==> src/rtl/gpio_msg_axis.sv <==
// gpio_msg_axis: debounces a GPIO bus and reports every change of the
// debounced value as one framed message on an 8-bit AXI-Stream master.
// Message layout: prefix string, formatted value, postfix string, CRLF.
// Changes that land while a message is in flight are merged into the
// next message and counted in coalesced_count.

module gpio_msg_axis #(
  parameter int GPIO_WIDTH      = 8,
  parameter int DEBOUNCE_LENGTH = 15,
  parameter int PREFIX_CHARS    = 31,
  parameter     PREFIX_STRING   = "SWITCHES CHANGED! NEW VALUE: 0x",
  parameter int POSTFIX_CHARS   = 0,
  parameter     POSTFIX_STRING  = "",
  parameter int INCLUDE_CRLF    = 1,
  parameter int FORMAT          = 0,
  parameter int PACKET_PADDING  = 5
) (
  input  logic                  clk,
  input  logic                  reset_n,
  input  logic [GPIO_WIDTH-1:0] gpio_in,
  output logic [7:0]            m_axis_data,
  output logic                  m_axis_valid,
  output logic                  m_axis_last,
  output logic [11:0]           m_axis_tuser,
  input  logic                  m_axis_ready,
  output logic [GPIO_WIDTH-1:0] gpio_debounced,
  output logic [15:0]           coalesced_count
);

  // Number of value bytes for the chosen format (hex digits, bits or raw bytes).
  localparam int DATA_LEN = (FORMAT == 0) ? (GPIO_WIDTH + 3) / 4 :
                            (FORMAT == 1) ? GPIO_WIDTH :
                                            (GPIO_WIDTH + 7) / 8;
  localparam int POST_LEN = POSTFIX_CHARS + ((INCLUDE_CRLF != 0) ? 2 : 0);
  localparam int MSG_LEN  = PREFIX_CHARS + DATA_LEN + POST_LEN;

  // Strings are packed with the first character in the most significant byte.
  localparam int PRE_W  = $bits(PREFIX_STRING);
  localparam int POST_W = $bits(POSTFIX_STRING);
  localparam logic [PRE_W-1:0]  PRE_VEC  = PREFIX_STRING;
  localparam logic [POST_W-1:0] POST_VEC = POSTFIX_STRING;

  // The debounce counter only ever holds 0..DEBOUNCE_LENGTH-1.
  localparam int CW = (DEBOUNCE_LENGTH > 1) ? $clog2(DEBOUNCE_LENGTH) : 1;
  localparam int GW = (PACKET_PADDING > 1) ? $clog2(PACKET_PADDING) : 1;

  typedef enum logic [2:0] {
    IDLE,
    PREFIX,
    DATA,
    POSTFIX,
    GAP
  } state_t;

  state_t                state, state_next;
  logic [11:0]           idx, idx_next;
  logic [GW-1:0]         gap_cnt, gap_next;
  logic                  capture;
  logic                  beat;
  logic                  sending;

  logic [GPIO_WIDTH-1:0] deb_q, deb_next;
  logic [CW-1:0]         cnt_q    [GPIO_WIDTH];
  logic [CW-1:0]         cnt_next [GPIO_WIDTH];

  // snapshot doubles as the last_sent value: it only changes at capture.
  logic [GPIO_WIDTH-1:0] snapshot;
  logic [63:0]           snap_ext;
  logic [15:0]           coal_q;

  assign gpio_debounced  = deb_q;
  assign coalesced_count = coal_q;
  assign m_axis_tuser    = 12'(MSG_LEN);
  assign snap_ext        = 64'(snapshot);

  // Character idx of the prefix, leftmost character first.
  function automatic logic [7:0] prefix_byte(input logic [11:0] i);
    logic [PRE_W-1:0] sh;
    sh = PRE_VEC >> (8 * (PREFIX_CHARS - 1 - int'(i)));
    return sh[7:0];
  endfunction

  // Character idx of the trailer: postfix string followed by CR LF.
  function automatic logic [7:0] postfix_byte(input logic [11:0] i);
    logic [POST_W-1:0] sh;
    if (int'(i) < POSTFIX_CHARS) begin
      sh = POST_VEC >> (8 * (POSTFIX_CHARS - 1 - int'(i)));
      return sh[7:0];
    end else if (int'(i) == POSTFIX_CHARS) begin
      return 8'h0D;
    end else begin
      return 8'h0A;
    end
  endfunction

  // Value byte idx of the snapshot, most significant digit/byte first.
  function automatic logic [7:0] data_byte(input logic [11:0] i, input logic [63:0] v);
    logic [63:0] sh;
    logic [3:0]  nib;
    int          sel;
    sel = DATA_LEN - 1 - int'(i);
    if (FORMAT == 0) begin
      sh  = v >> (4 * sel);
      nib = sh[3:0];
      return (nib < 4'd10) ? (8'h30 + {4'h0, nib}) : (8'h37 + {4'h0, nib});
    end else if (FORMAT == 1) begin
      sh = v >> sel;
      return {7'b0011000, sh[0]};
    end else begin
      sh = v >> (8 * sel);
      return sh[7:0];
    end
  endfunction

  // Per-pin debounce: count consecutive disagreeing samples, adopt the raw value on the last one.
  always_comb begin
    deb_next = deb_q;
    for (int i = 0; i < GPIO_WIDTH; i++) begin
      cnt_next[i] = '0;
      if (gpio_in[i] != deb_q[i]) begin
        if (cnt_q[i] == CW'(DEBOUNCE_LENGTH - 1)) begin
          deb_next[i] = gpio_in[i];
        end else begin
          cnt_next[i] = cnt_q[i] + CW'(1);
        end
      end
    end
  end

  // Debounced value and counters register.
  always_ff @(posedge clk or negedge reset_n) begin
    if (!reset_n) begin
      deb_q <= '0;
      for (int i = 0; i < GPIO_WIDTH; i++) begin
        cnt_q[i] <= '0;
      end
    end else begin
      deb_q <= deb_next;
      for (int i = 0; i < GPIO_WIDTH; i++) begin
        cnt_q[i] <= cnt_next[i];
      end
    end
  end

  // Count changes that get merged: busy, a change already pending, and the debounced value moves again.
  always_ff @(posedge clk or negedge reset_n) begin
    if (!reset_n) begin
      coal_q <= '0;
    end else if ((deb_next != deb_q) && (state != IDLE) && (deb_q != snapshot) &&
                 (coal_q != 16'hFFFF)) begin
      coal_q <= coal_q + 16'd1;
    end
  end

  assign sending = (state == PREFIX) || (state == DATA) || (state == POSTFIX);
  assign beat    = sending && m_axis_ready;

  // Next-state logic: byte index advances only on a completed handshake.
  always_comb begin
    state_next = state;
    idx_next   = idx;
    gap_next   = gap_cnt;
    capture    = 1'b0;
    case (state)
      IDLE: begin
        if (deb_q != snapshot) begin
          capture    = 1'b1;
          idx_next   = '0;
          state_next = (PREFIX_CHARS > 0) ? PREFIX : DATA;
        end
      end
      PREFIX: begin
        if (beat) begin
          if (idx == 12'(PREFIX_CHARS - 1)) begin
            idx_next   = '0;
            state_next = DATA;
          end else begin
            idx_next = idx + 12'd1;
          end
        end
      end
      DATA: begin
        if (beat) begin
          if (idx == 12'(DATA_LEN - 1)) begin
            idx_next = '0;
            gap_next = '0;
            if (POST_LEN > 0) begin
              state_next = POSTFIX;
            end else if (PACKET_PADDING > 0) begin
              state_next = GAP;
            end else begin
              state_next = IDLE;
            end
          end else begin
            idx_next = idx + 12'd1;
          end
        end
      end
      POSTFIX: begin
        if (beat) begin
          if (idx == 12'(POST_LEN - 1)) begin
            idx_next   = '0;
            gap_next   = '0;
            state_next = (PACKET_PADDING > 0) ? GAP : IDLE;
          end else begin
            idx_next = idx + 12'd1;
          end
        end
      end
      GAP: begin
        if (gap_cnt == GW'(PACKET_PADDING - 1)) begin
          gap_next   = '0;
          state_next = IDLE;
        end else begin
          gap_next = gap_cnt + GW'(1);
        end
      end
      default: begin
        state_next = IDLE;
        idx_next   = '0;
        gap_next   = '0;
      end
    endcase
  end

  // State, index, gap counter and captured snapshot registers.
  always_ff @(posedge clk or negedge reset_n) begin
    if (!reset_n) begin
      state    <= IDLE;
      idx      <= '0;
      gap_cnt  <= '0;
      snapshot <= '0;
    end else begin
      state   <= state_next;
      idx     <= idx_next;
      gap_cnt <= gap_next;
      if (capture) begin
        snapshot <= deb_q;
      end
    end
  end

  // Stream outputs decode purely from registers, so they hold still while ready is low.
  always_comb begin
    m_axis_valid = sending;
    m_axis_data  = 8'h00;
    m_axis_last  = 1'b0;
    case (state)
      PREFIX: begin
        m_axis_data = prefix_byte(idx);
      end
      DATA: begin
        m_axis_data = data_byte(idx, snap_ext);
        m_axis_last = (POST_LEN == 0) && (idx == 12'(DATA_LEN - 1));
      end
      POSTFIX: begin
        m_axis_data = postfix_byte(idx);
        m_axis_last = (idx == 12'(POST_LEN - 1));
      end
      default: begin
        m_axis_data = 8'h00;
      end
    endcase
  end

endmodule

==> config.mk <==
export PLATFORM = sky130hd
export DESIGN_NAME = gpio_msg_axis
export DESIGN_NICKNAME = d
export VERILOG_FILES = /design/src/rtl/gpio_msg_axis.sv
export SDC_FILE = /design/constraint.sdc
export NUM_CORES = 1
export LEC_CHECK = 0
export ABC_AREA = 1
export ABC_CLOCK_PERIOD_IN_PS = 5420
export BUFFER_PORTS_ARGS = -buffer_cell sky130_fd_sc_hd__buf_2
export CORE_ASPECT_RATIO = 0.6
export CORE_UTILIZATION = 30
export DETAILED_ROUTE_END_ITERATION = 12
export HOLD_SLACK_MARGIN = 0.02
export PLACE_DENSITY = 0.55
export SYNTH_ARGS = -nofsm -noshare
export SYNTH_HDL_FRONTEND = slang
export SYNTH_SLANG_ARGS = --single-unit
==> constraint.sdc <==
create_clock -name clk -period 5.42 [get_ports clk]
set_input_delay 1.084 -clock clk [delete_from_list [all_inputs] [get_ports clk]]
set_output_delay 1.084 -clock clk [all_outputs]
set_load 0.005 [all_outputs]
; ---- Word-level counts from Yosys, hierarchy flattened
; Cells that the tools add are included.
[word_totals]
register_bits = 82
elab_cells = 141
in_bits = 11
[op_classes]
shift = 2
mux = 57
n_reduce_logical = 14
add_sub_neg = 15
order_cmp = 1
bitwise_logic = 2
n_eq_ne = 36
[ops]
columns = operator, n
row1 = $shr A247 B32 Y8 const A, 1
row2 = $mux W4, 16
row3 = $mux W12, 5
row4 = $pmux W12 S4, 1
row5 = $mux W3, 12
row6 = $add A4 B1 Y4 const B, 8
row7 = $eq A4 B4 Y1 const B, 8
row8 = $shr A8 B32 Y4, 1
row9 = $pmux W8 S3, 1
row10 = $mux W1, 19
row11 = $add A16 B1 Y16 const B, 1
row12 = $ne A16 B16 Y1 const B, 1
row13 = $ne A8 B8 Y1, 2
row14 = $pmux W3 S5, 1
row15 = $add A6 B4 Y7 const A, 2
row16 = $sub A1 B12 Y13 const A, 1
row17 = $sub A5 B12 Y13 const A, 1
row18 = $add A12 B1 Y12 const B, 1
row19 = $eq A12 B1 Y1 const B, 1
row20 = $eq A12 B5 Y1 const B, 1
row21 = $logic_not A12 Y1, 1
row22 = $ne A2 B1 Y1 const B, 5
row23 = $ne A2 B2 Y1 const B, 5
row24 = $pmux W3 S3, 1
row25 = other kinds (16), 31

; ---- Depth between registers and ports, before layout
[depth]
ltp_word = 7
ltp_mapped = 15
depth_no_buf = 15

; ---- Least setup slack after synthesis
; OpenSTA, ideal clock, no wires.
[synth_timing]
path_kind = register to output
startpoint = register idx[1]
endpoint = output m_axis_data[0]
arrival_ns = 1.790
slack_ns = 2.546
path_buffers = 0
path_stages_with_launch = 14
cell_sequence = dfrtp_1 -> inv_1 -> ha_1 -> inv_1 -> nand3_1 -> nor2_1 -> nand3_1 -> nor2_2 -> nand2_1 -> nor2_2 -> nand3_1 -> nand2_1 -> nand2_1 -> nand3_1
[synth_between]
elab_chain_cells = 5
word_cells_on_any_way = 11
[synth_lines]
columns = element, line_no
row1 = start: declaration, 56  ; logic [11:0] idx, idx_next;
row2 = start signal: assignment, 235  ; idx <= idx_next;
row3 = $sub A1 B12 Y13, 101  ; sel = DATA_LEN - 1 - int'(i);
row4 = $shr A8 B32 Y4, 103  ; sh = v >> (4 * sel);
row5 = $add A6 B4 Y7 or $lt A4 B4 Y1 (tied branches), 105  ; return (nib < 4'd10) ? (8'h30 + {4'h0, nib}) : (8'h37 + {4'h0, nib});
row6 = $mux W7, 105
row7 = $pmux W8 S3 *, 248  ; case (state)
row8 = end: declaration, 21  ; output logic [7:0] m_axis_data,
; Mark *: on every way between the ends. The rest lies on a longest branch, timed or not.

; ---- Worst setup path after layout
[layout_timing]
startpoint = register idx[0]
endpoint = output m_axis_data[3]
; Same word-level chain as after synthesis.

==> flow_metrics.env <==
export IMPL_outcome="complete, no violations"
export IMPL_met1_length_um=7557
export IMPL_num_fill_cells=1908
export IMPL_grt_start_max_net_pins=83
export IMPL_dr_pass1_iters=5
export IMPL_syn2layout_area_growth_pct=12.04
export IMPL_gp_congestion=0.9026
export IMPL_cts_setup_buffers=0
export IMPL_grt_total_usage_pct=14.85
export IMPL_crit_required_ns=4.34
export IMPL_min_path_type="register to register"
export IMPL_die_w_um=177.9
export IMPL_cp_start_kind="register"
export IMPL_crit_path_end_kind="primary output"
export IMPL_cap_violations=0
export IMPL_fin_setup_tns_ns=0
export IMPL_antenna_found_initial=0
export IMPL_vias=4768
export IMPL_rsz0062_at_grt="no"
export IMPL_p_leak_nw=3.134
export IMPL_synthArstFlopShare_pct=100.0
export IMPL_cts_tree="yes"
export IMPL_initial_utilization_pct=30.75
export IMPL_cp_cell_sequence="inv_1 > nand2_1 > nand2_1 > nand2_1 > nand2_1 > clkinv_1 > a21oi_1 > nand3_1 > nand3_1 > nand3_1 > nand3_1 > buf_2"
export IMPL_ys_flop_type="dfrtp_1"
export IMPL_crit_family="simple AND/OR/NAND/NOR gates"
export IMPL_clk_latency_ns=0.33
export IMPL_diodes=0
export IMPL_cts_root_buf="clkbuf_16"
export IMPL_via_per_inst=4.602
export IMPL_wl_um=13250
export IMPL_fin_crit_ns=4.069
export IMPL_critical_path_max_fanout=15
export IMPL_overflow=0
export IMPL_post_cts_resized=0
export IMPL_port_buffers=43
export IMPL_synth_distinct_cells=42
export IMPL_synth_seq_area_share_pct=36.84
export IMPL_setup_viol=0
export IMPL_crit_slowest_cell="dfrtp_1"
export IMPL_drtIter0Drc=313
export IMPL_synth_top_area_share_pct=36.84
export IMPL_grt_first_pass_wirelength_um=22430
export IMPL_detailed_place_hpwl_um=10160
export IMPL_synth_area_per_cell_um2=7.378
export IMPL_wl_per_cell_um=12.79
export IMPL_synth_common_cells="nand2_1, nor2_1, inv_1"
export IMPL_powerDensity_nw_per_um2=427.5
export IMPL_synth_area_um2=5570
export IMPL_final_nets=830
export IMPL_top_layer_used="met4"
export IMPL_critical_path_arrival_ns=2.99
export IMPL_synth_warnings=0
export IMPL_slew_headroom_pct=29.54
export IMPL_clk_pin_slew_ns=0.06
export IMPL_critPathBufInv=3
export IMPL_drc=0
export IMPL_worst_slew_pin_slew_ns=1.057
export IMPL_power_mw=2.668
export IMPL_ant_nets=0
export IMPL_numCtsBuffers=9
export IMPL_synth_top_cell_by_area="dfrtp_1"
export IMPL_synth_edf_count=0
export IMPL_clockBufferDepth=2
export IMPL_ys_seq_elements=82
export IMPL_cts_sinks=82
export IMPL_ir_drop_mv=0.1819
export IMPL_synth_cells=755
export IMPL_fin_skew_ns=0.008017
export IMPL_final_max_slew_viol_count=0
export IMPL_die_area_um2=19130
export IMPL_critPathKind="register to primary output"
export IMPL_rows=38
export IMPL_hold_buffers=0
export IMPL_htree_levels=3
export IMPL_fmaxAchievable_mhz=245.8
export IMPL_synth_most_common_cell="nand2_1"
export IMPL_met3_length_um=725
export IMPL_fp_dieH_um=107.6
export IMPL_grt_pass1_vias=4364
export IMPL_drive_gt1_share_pct=12.19
export IMPL_wl_met2_um=4859
export IMPL_synthTopCellsByArea="dfrtp_1, nand2_1, nor2_1"
export IMPL_hold_viol=0
export IMPL_cp_slowest_stage_delay_ns=0.52
export IMPL_core_um2=18110
export IMPL_ioPinCount=57
export IMPL_timing_final_crit_share_pct=75.08
[state kept, by name (all words and copies together), names as in the netlist]
register / cells
gpio_debounced: 8
gap_cnt: 3
idx: 12
cnt_q: 32
snapshot: 8
coalesced_count: 16
state: 3
[power by group]
group	switching, mW	internal, mW
Sequential	0.109	0.703
Combinational	0.799	0.415
Clock	0.232	0.410
Total	1.14	1.53
[kinds of logic after synthesis]
| logic type | share of synthesized area, % |
|---|---|
| AOI/OAI and AO/OA | 7.951 |
| other | 0.1348 |
| xor gates and xnor gates | 7.525 |
| adders and majority gates | 5.840 |
| and+or+nand+nor | 31.36 |
| buffers and inverters | 10.35 |
| DFF | 36.84 |
[worst register-to-register path, cell delays in order (launching register included)]
cell and delay, ns:
dfrtp_1 0.41, inv_1 0.07, ha_1 0.14, nand3_1 0.14, o22ai_1 0.24, nor2_1 0.12
a21oi_1 0.14, nand3_1 0.68, o21ai_0 0.43, nand2_1 0.07
[area by class of cell]
cell class / instances / area [um2] / share of cell area (%)
inverters: 101 / 380.4 / 6.095
flip-flops and latches: 82 / 2052 / 32.88
clock inverters: 3 / 65.06 / 1.043
multi-input cells: 556 / 2983 / 47.79
well taps: 240 / 300.3 / 4.812
repair buffers: 43 / 217.7 / 3.488
clock buffers: 11 / 242.7 / 3.889
[cells in the final DEF, fill, tap and decap left out, types with 2 or more instances in the layout]
cell	count
clkinv_2	2
buf_2	42
o22ai_1	4
nor2_4	2
nor2_2	9
clkbuf_16	9
nand2_4	2
nor3_1	8
conb_1	13
inv_2	9
dfrtp_1	82
nand2_2	7
nand4_1	23
inv_1	90
nand3_1	65
nor2_1	96
o211ai_1	2
nand2_1	166
a21oi_1	22
o21ai_0	42
o21ai_1	4
xor2_1	22
bufinv_16	2
xnor2_1	24
nand3_2	4
ha_1	26
o21bai_1	2
[through the flow]
step | cell area, um2 | hold slack (ns) | setup slack, ns | cells | utilization [%]
final | 6241 | 0.4856 | 1.351 | 1036 | 34.45
after global routing | 6241 | 0.5043 | 1.046 | 1036 | 34.45
after CTS | 6241 | 0.4864 | 1.398 | 1036 | 34.45
after detailed placement | 5933 | 0.4782 | 1.759 | 1022 | 32.75
after global placement | 5933 | 0.4781 | 1.845 | 1022 | 32.75
after floorplan | 5612 | 0.4520 | 2.546 | 766 | -
[worst paths after layout]
check / slack [ns] / to / cells past startpoint / start
max in group asynchronous: 3.80 / cnt_q[5] / 1 / reset_n
min reg2reg: 0.49 / cnt_q[28] / 1 / cnt_q[28]
min: 0.49 / cnt_q[28] / 1 / cnt_q[28]
max reg2reg: 2.88 / coalesced_count[2] / 9 / cnt_q[16]
max: 1.35 / m_axis_data[3] / 12 / idx[0]
min in group asynchronous: 0.94 / cnt_q[20] / 1 / reset_n
[per-layer routing]
layer / GRT usage (%) / vias up
li1: - / 2465
met1: 23.79 / 2183
met2: 19.71 / 112
met3: 3.284 / 8
met4: 2.686 / 0
met5: 0 / -
Power figures use the tool's default switching activity.
